### src/rtl/seq_pkg.sv
`default_nettype none
// ============================================================================
//  Module      : seq_pkg
//  Description : Shared definitions for the code-sequence tracker: the
//                8-entry forward code ring, tracker state encoding and
//                direction constants, plus a ring-lookup helper.
//  Revision    : 1.0 - initial release
// ============================================================================
package seq_pkg;

    localparam int SEQ_LEN = 8;

    // Forward ring, entry 0 in the least-significant nibble:
    // 0001,0011,1001,0111,0010,0110,1000,0100
    localparam logic [4*SEQ_LEN-1:0] SEQ_TABLE = {
        4'b0100, 4'b1000, 4'b0110, 4'b0010,
        4'b0111, 4'b1001, 4'b0011, 4'b0001
    };

    typedef enum logic [1:0] {
        ST_HUNT    = 2'd0,
        ST_CONFIRM = 2'd1,
        ST_LOCKED  = 2'd2
    } state_e;

    localparam logic DIR_FWD = 1'b0;
    localparam logic DIR_REV = 1'b1;

    // Ring entry at a 3-bit index; mod-8 wrap comes for free from the width.
    function automatic logic [3:0] seq_code(input logic [2:0] idx);
        return SEQ_TABLE[{idx, 2'b00} +: 4];
    endfunction

endpackage
`default_nettype wire

### src/rtl/seq_lookup.sv
`default_nettype none
// ============================================================================
//  Module      : seq_lookup
//  Description : Combinational reverse lookup of a 4-bit code in the ring.
//  Ports       : code_i  - code to look up
//                hit_o   - code is a member of the ring
//                index_o - ring position of the code (0 when not a member)
//  Revision    : 1.0 - initial release
// ============================================================================
module seq_lookup
    import seq_pkg::*;
(
    input  logic [3:0] code_i,
    output logic       hit_o,
    output logic [2:0] index_o
);

    always_comb begin
        hit_o   = 1'b0;
        index_o = 3'd0;
        for (int i = 0; i < SEQ_LEN; i++) begin
            if (code_i == seq_code(3'(i))) begin
                hit_o   = 1'b1;
                index_o = 3'(i);
            end
        end
    end

endmodule
`default_nettype wire

### src/rtl/seq_tracker.sv
`default_nettype none
// ============================================================================
//  Module      : seq_tracker
//  Description : Locks onto the 8-entry code ring, infers the stepping
//                direction and flags out-of-sequence codes while locked.
//                Pure observer, all outputs registered.
//  Ports       : clk_i        - rising-edge clock
//                rst_i        - synchronous active-high reset
//                valid_i      - code_i is sampled this cycle
//                code_i       - incoming code (MSB = Y4)
//                locked_o     - tracker is locked
//                dir_o        - 0 forward, 1 reverse (meaningful when locked)
//                expected_o   - predicted next code while locked, else 0
//                err_o        - one-cycle pulse on a mismatch while locked
//                match_cnt_o  - saturating count of matches since lock
//  Revision    : 1.0 - initial release
// ============================================================================
module seq_tracker
    import seq_pkg::*;
#(
    parameter int MAX_MISS = 2,
    parameter int CNT_W    = 8
) (
    input  logic             clk_i,
    input  logic             rst_i,
    input  logic             valid_i,
    input  logic [3:0]       code_i,
    output logic             locked_o,
    output logic             dir_o,
    output logic [3:0]       expected_o,
    output logic             err_o,
    output logic [CNT_W-1:0] match_cnt_o
);

    state_e           state_q, state_d;
    logic [2:0]       idx_q, idx_d;
    logic [2:0]       miss_q, miss_d;
    logic             dir_q, dir_d;
    logic [3:0]       expected_q, expected_d;
    logic             err_q, err_d;
    logic [CNT_W-1:0] cnt_q, cnt_d;

    logic             w_hit;
    logic [2:0]       w_hit_idx;
    logic [2:0]       w_step_idx;   // flywheel index for this LOCKED sample
    logic [2:0]       w_after_idx;  // entry predicted after w_step_idx
    logic [2:0]       w_miss_inc;

    seq_lookup u_lookup (
        .code_i  (code_i),
        .hit_o   (w_hit),
        .index_o (w_hit_idx)
    );

    assign w_step_idx  = (dir_q == DIR_REV) ? idx_q - 3'd1 : idx_q + 3'd1;
    assign w_after_idx = (dir_q == DIR_REV) ? w_step_idx - 3'd1 : w_step_idx + 3'd1;
    assign w_miss_inc  = miss_q + 3'd1;

    always_comb begin
        state_d    = state_q;
        idx_d      = idx_q;
        miss_d     = miss_q;
        dir_d      = dir_q;
        expected_d = expected_q;
        cnt_d      = cnt_q;
        err_d      = 1'b0;

        if (valid_i) begin
            case (state_q)
                ST_HUNT: begin
                    if (w_hit) begin
                        idx_d   = w_hit_idx;
                        state_d = ST_CONFIRM;
                    end
                end

                ST_CONFIRM: begin
                    // Forward wins by construction; the two neighbours can never
                    // carry the same code on an 8-entry ring of distinct codes.
                    if (code_i == seq_code(idx_q + 3'd1)) begin
                        dir_d      = DIR_FWD;
                        idx_d      = idx_q + 3'd1;
                        expected_d = seq_code(idx_q + 3'd2);
                        cnt_d      = CNT_W'(1);
                        miss_d     = 3'd0;
                        state_d    = ST_LOCKED;
                    end else if (code_i == seq_code(idx_q - 3'd1)) begin
                        dir_d      = DIR_REV;
                        idx_d      = idx_q - 3'd1;
                        expected_d = seq_code(idx_q - 3'd2);
                        cnt_d      = CNT_W'(1);
                        miss_d     = 3'd0;
                        state_d    = ST_LOCKED;
                    end else if (w_hit) begin
                        idx_d = w_hit_idx;
                    end else begin
                        state_d = ST_HUNT;
                    end
                end

                ST_LOCKED: begin
                    // Index advances on every sample, hit or miss, so a single
                    // corrupted code does not desynchronise the prediction.
                    idx_d      = w_step_idx;
                    expected_d = seq_code(w_after_idx);
                    if (code_i == expected_q) begin
                        miss_d = 3'd0;
                        if (cnt_q != {CNT_W{1'b1}}) begin
                            cnt_d = cnt_q + CNT_W'(1);
                        end
                    end else begin
                        err_d = 1'b1;
                        if (w_miss_inc == 3'(MAX_MISS)) begin
                            state_d    = ST_HUNT;
                            expected_d = 4'd0;
                            cnt_d      = '0;
                            miss_d     = 3'd0;
                        end else begin
                            miss_d = w_miss_inc;
                        end
                    end
                end

                default: begin
                    state_d = ST_HUNT;
                end
            endcase
        end
    end

    always_ff @(posedge clk_i) begin
        if (rst_i) begin
            state_q    <= ST_HUNT;
            idx_q      <= 3'd0;
            miss_q     <= 3'd0;
            dir_q      <= DIR_FWD;
            expected_q <= 4'd0;
            err_q      <= 1'b0;
            cnt_q      <= '0;
        end else begin
            state_q    <= state_d;
            idx_q      <= idx_d;
            miss_q     <= miss_d;
            dir_q      <= dir_d;
            expected_q <= expected_d;
            err_q      <= err_d;
            cnt_q      <= cnt_d;
        end
    end

    assign locked_o    = (state_q == ST_LOCKED);
    assign dir_o       = dir_q;
    assign expected_o  = expected_q;
    assign err_o       = err_q;
    assign match_cnt_o = cnt_q;

endmodule
`default_nettype wire
### config.mk
export PLATFORM = sky130hd
export DESIGN_NAME = seq_tracker
export DESIGN_NICKNAME = d
export VERILOG_FILES = /design/src/rtl/seq_pkg.sv /design/src/rtl/seq_lookup.sv /design/src/rtl/seq_tracker.sv
export SDC_FILE = /design/constraint.sdc
export NUM_CORES = 1
export LEC_CHECK = 0
export BUFFER_PORTS_ARGS = -buffer_cell sky130_fd_sc_hd__buf_2
export CAP_MARGIN = 40
export CORE_ASPECT_RATIO = 1.2
export CORE_MARGIN = 2
export CORE_UTILIZATION = 45
export CTS_BUF_LIST = sky130_fd_sc_hd__clkbuf_4 sky130_fd_sc_hd__clkbuf_8 sky130_fd_sc_hd__clkbuf_16
export DETAILED_ROUTE_END_ITERATION = 10
export MAX_ROUTING_LAYER = met4
export PLACE_DENSITY_LB_ADDON = 0.05
export RECOVER_POWER = 50
export SLEW_MARGIN = 0
export SYNTH_ARGS = -nofsm -noshare
export SYNTH_HDL_FRONTEND = slang
export SYNTH_HIERARCHICAL = 1
export SYNTH_SLANG_ARGS = --single-unit
### constraint.sdc
create_clock -name clk_i -period 4.57 [get_ports clk_i]
set_input_delay 0 -clock clk_i [delete_from_list [all_inputs] [get_ports clk_i]]
set_output_delay 0 -clock clk_i [all_outputs]
set_load 0.02 [all_outputs]
==> impl_metrics.json <==
{
  "status": "finished clean",
  "clk_path_buf_depth": 2,
  "post_cts.repair.setup_buffers": 0,
  "final_max_slew_viol_count": 0,
  "power_density_nw_per_um2": 237,
  "diodes": 0,
  "wirelength_microns": 5090,
  "ir_worst_vdd_v": 0.000119,
  "track_usage": 0.215,
  "ys_seq_area_frac": 0.212,
  "register_area_sq_um": 440,
  "chipHeight_microns": 78.4,
  "first_pass_iters": 4,
  "cts_root_buf": "clkbuf_8",
  "numCtsBuffers": 3,
  "post-route-util": 0.488,
  "grt_max_degree": 18,
  "coreArea_sq_um": 4530,
  "synth_top_area_share": 0.212,
  "critPathArrivalTime_ns": 3.41,
  "yosys.area.top_type": "dfxtp_1",
  "slowest_delay_ns": 0.65,
  "slew_headroom": 0.567,
  "clkLatencyLatePin_ns": 0.27,
  "min_path_cells": 2,
  "crit_fanout": 13,
  "clk_pin_slew_worst_paths_ns": 0.09,
  "dieArea_sq_um": 5180,
  "cts_tree": "built",
  "finalPower_mw": 0.524,
  "place_inst": 324,
  "fin_skew_ns": 0.00644,
  "synthTopCellsByArea": "dfxtp_1 21%, ha_1 9.0%, xnor2_1 7.2%",
  "syn_area_sq_um": 2080,
  "grt_pass1_vias": 1726,
  "fillers": 466,
  "worstSetupStartpointType": "flip-flop",
  "tightest_slew_ns": 0.649,
  "synth_edf_count": 0,
  "hp-class": "in -> reg",
  "die_w_microns": 66.0,
  "path_cells": "ha_1 > xor2_1 > mux2i_1 > xnor2_1 > or3_1 > a31oi_4 > o221ai_1 > o211a_1",
  "synth_nets": 282,
  "finalHoldViolCount": 0,
  "met2_usage": 0.360,
  "p_leak_nw": 0.793,
  "grtUsageMet1": 0.265,
  "synth.yosys.warnings": 6,
  "setup_viol": 0,
  "antenna_found_initial": 0,
  "r2r_start": "idx_q[0]",
  "drtIter0Drc": 64,
  "final_common_cell": "nor2_1",
  "min_period_ns": 3.25,
  "cp_slowest_cell": "dfxtp_1",
  "top_usage_layer": "met2",
  "final_area_sq_um": 2210,
  "timing.fmax_mhz": 308,
  "dp.final_hpwl_microns": 3870,
  "endpoint_kind": "flip-flop",
  "h-tree-depth": 1,
  "layout_common_cells": "25 x nor2_1, 22 x dfxtp_1, 17 x xnor2_1, 17 x nand2_1, 16 x o21ai_0",
  "start_util": 0.459,
  "reg2reg_to": "expected_o[0]",
  "fin_nets": 293,
  "crit_type": "reg -> reg",
  "ys_types": 57,
  "grt.overflow.total": 0,
  "multi_input_area_sq_um": 1490,
  "grt_use_met3": 0.0272,
  "dpl_cell_area_sq_um": 2170,
  "hold_end": "dir_o",
  "drc": 0,
  "ys.flop_type": "dfxtp_1",
  "dr_total_vias": 1849,
  "finalCritPeriodShare": 0.711,
  "r2r_setup_slack_ns": 1.32,
  "grt_pass1_wl_microns": 8490,
  "ys_seq_elements": 22,
  "clkSinkCount": 22,
  "via_per_inst": 5.64,
  "rsz0062_at_grt": "false",
  "gp_congestion": 0.838,
  "ys_async_sr_fraction": 0,
  "synth.avg_cell_area_sq_um": 7.99,
  "crit_required_ns": 4.73,
  "syn_to_final_growth_pct": 6.45,
  "ff2ff_path_depth": 8,
  "fp-row-count": 27,
  "layout-drive-gt1-share": 0.0926,
  "cts_resized": 0,
  "ant_nets": 0,
  "fin_cells": 328,
  "holdCritStartpoint": "valid_i",
  "cts_hold_buf": 0,
  "final.setup.tns_ns": 0,
  "ios": 22,
  "maxCapViolCount": 0,
  "port_buffers": 21,
  "wl_per_cell_microns": 15.5,
  "netlist_instances": 260
}
## flip-flops by register name (all words and copies together), names as in the netlist
signal,cells
expected_o,4
match_cnt_o,8
err_o,1
idx_q,3
miss_q,3
dir_o,1
state_q,2
## how the worst max path moves through the flow
| stage | start | endpoint | slack (ns) |
|---|---|---|---|
| final | idx_q[0] | expected_o[0] | 1.32 |
| after global routing | idx_q[0] | expected_o[0] | 1.09 |
| after CTS | idx_q[0] | expected_o[0] | 1.34 |
| after detailed placement | idx_q[0] | expected_o[0] | 1.36 |
| after global placement | idx_q[0] | expected_o[0] | 1.47 |
| after floorplan | idx_q[0] | expected_o[0] | 1.93 |
## worst max-delay path: cells and delay by family, from the launching register on
| kind | cells | cell delay (ns) |
|---|---|---|
| multiplexers | 1 | 0.25 |
| AND/OR/NAND/NOR | 1 | 0.55 |
| AO/OA/AOI/OAI | 3 | 0.85 |
| XOR/XNOR | 2 | 0.45 |
| flip-flops | 1 | 0.65 |
| adder cells (fa/ha/maj) | 1 | 0.38 |
## layout make-up
type,count,share of cell area
Clock buffer,4,0.0249
Multi-Input combinational cell,206,0.673
Sequential cell,22,0.199
Inverter,16,0.0272
Tap cell,58,0.0328
Timing Repair Buffer,22,0.0424
## synth_stat cells (8+ instances only)
library cell and n:
inv_1 14, nor2_1 25, xnor2_1 17, xor2_1 9, nand2_1 17, nand2b_1 8
mux2i_1 10, dfxtp_1 22, clkbuf_1 9, o21ai_0 16, ha_1 15, a21oi_1 11
## logic make-up (layout without fill, tap and decap cells)
logic type                 Yosys count  in the layout  synth area share
and+or+nand+nor                     83             83             0.205
AOI/OAI and AO/OA                   71             71             0.258
buffers and inverters               32             42            0.0711
xor gates and xnor gates            26             26             0.110
DFF                                 22             22             0.212
adders and majority gates           15             15            0.0904
muxes                               11             11            0.0536
## metrics by stage
stage	setup slack [ns]	hold slack, ns
global route	1.09	0.0434
detailed placement	1.36	0.323
CTS	1.34	0.0461
finish	1.32	0.0415
global placement	1.47	0.325
floorplan	1.93	0.117
## where the power goes
| group | internal [mW] | switching [mW] |
|---|---|---|
| Sequential | 0.199 | 0.0139 |
| Combinational | 0.0645 | 0.102 |
| Clock | 0.0769 | 0.0687 |
## metal layers
layer	wire (microns)	vias up
met3	202	8
met2	2480	45
met4	106	0
met1	2300	849
li1	-	947
met5	0	-
Power figures use the tool's default switching activity.
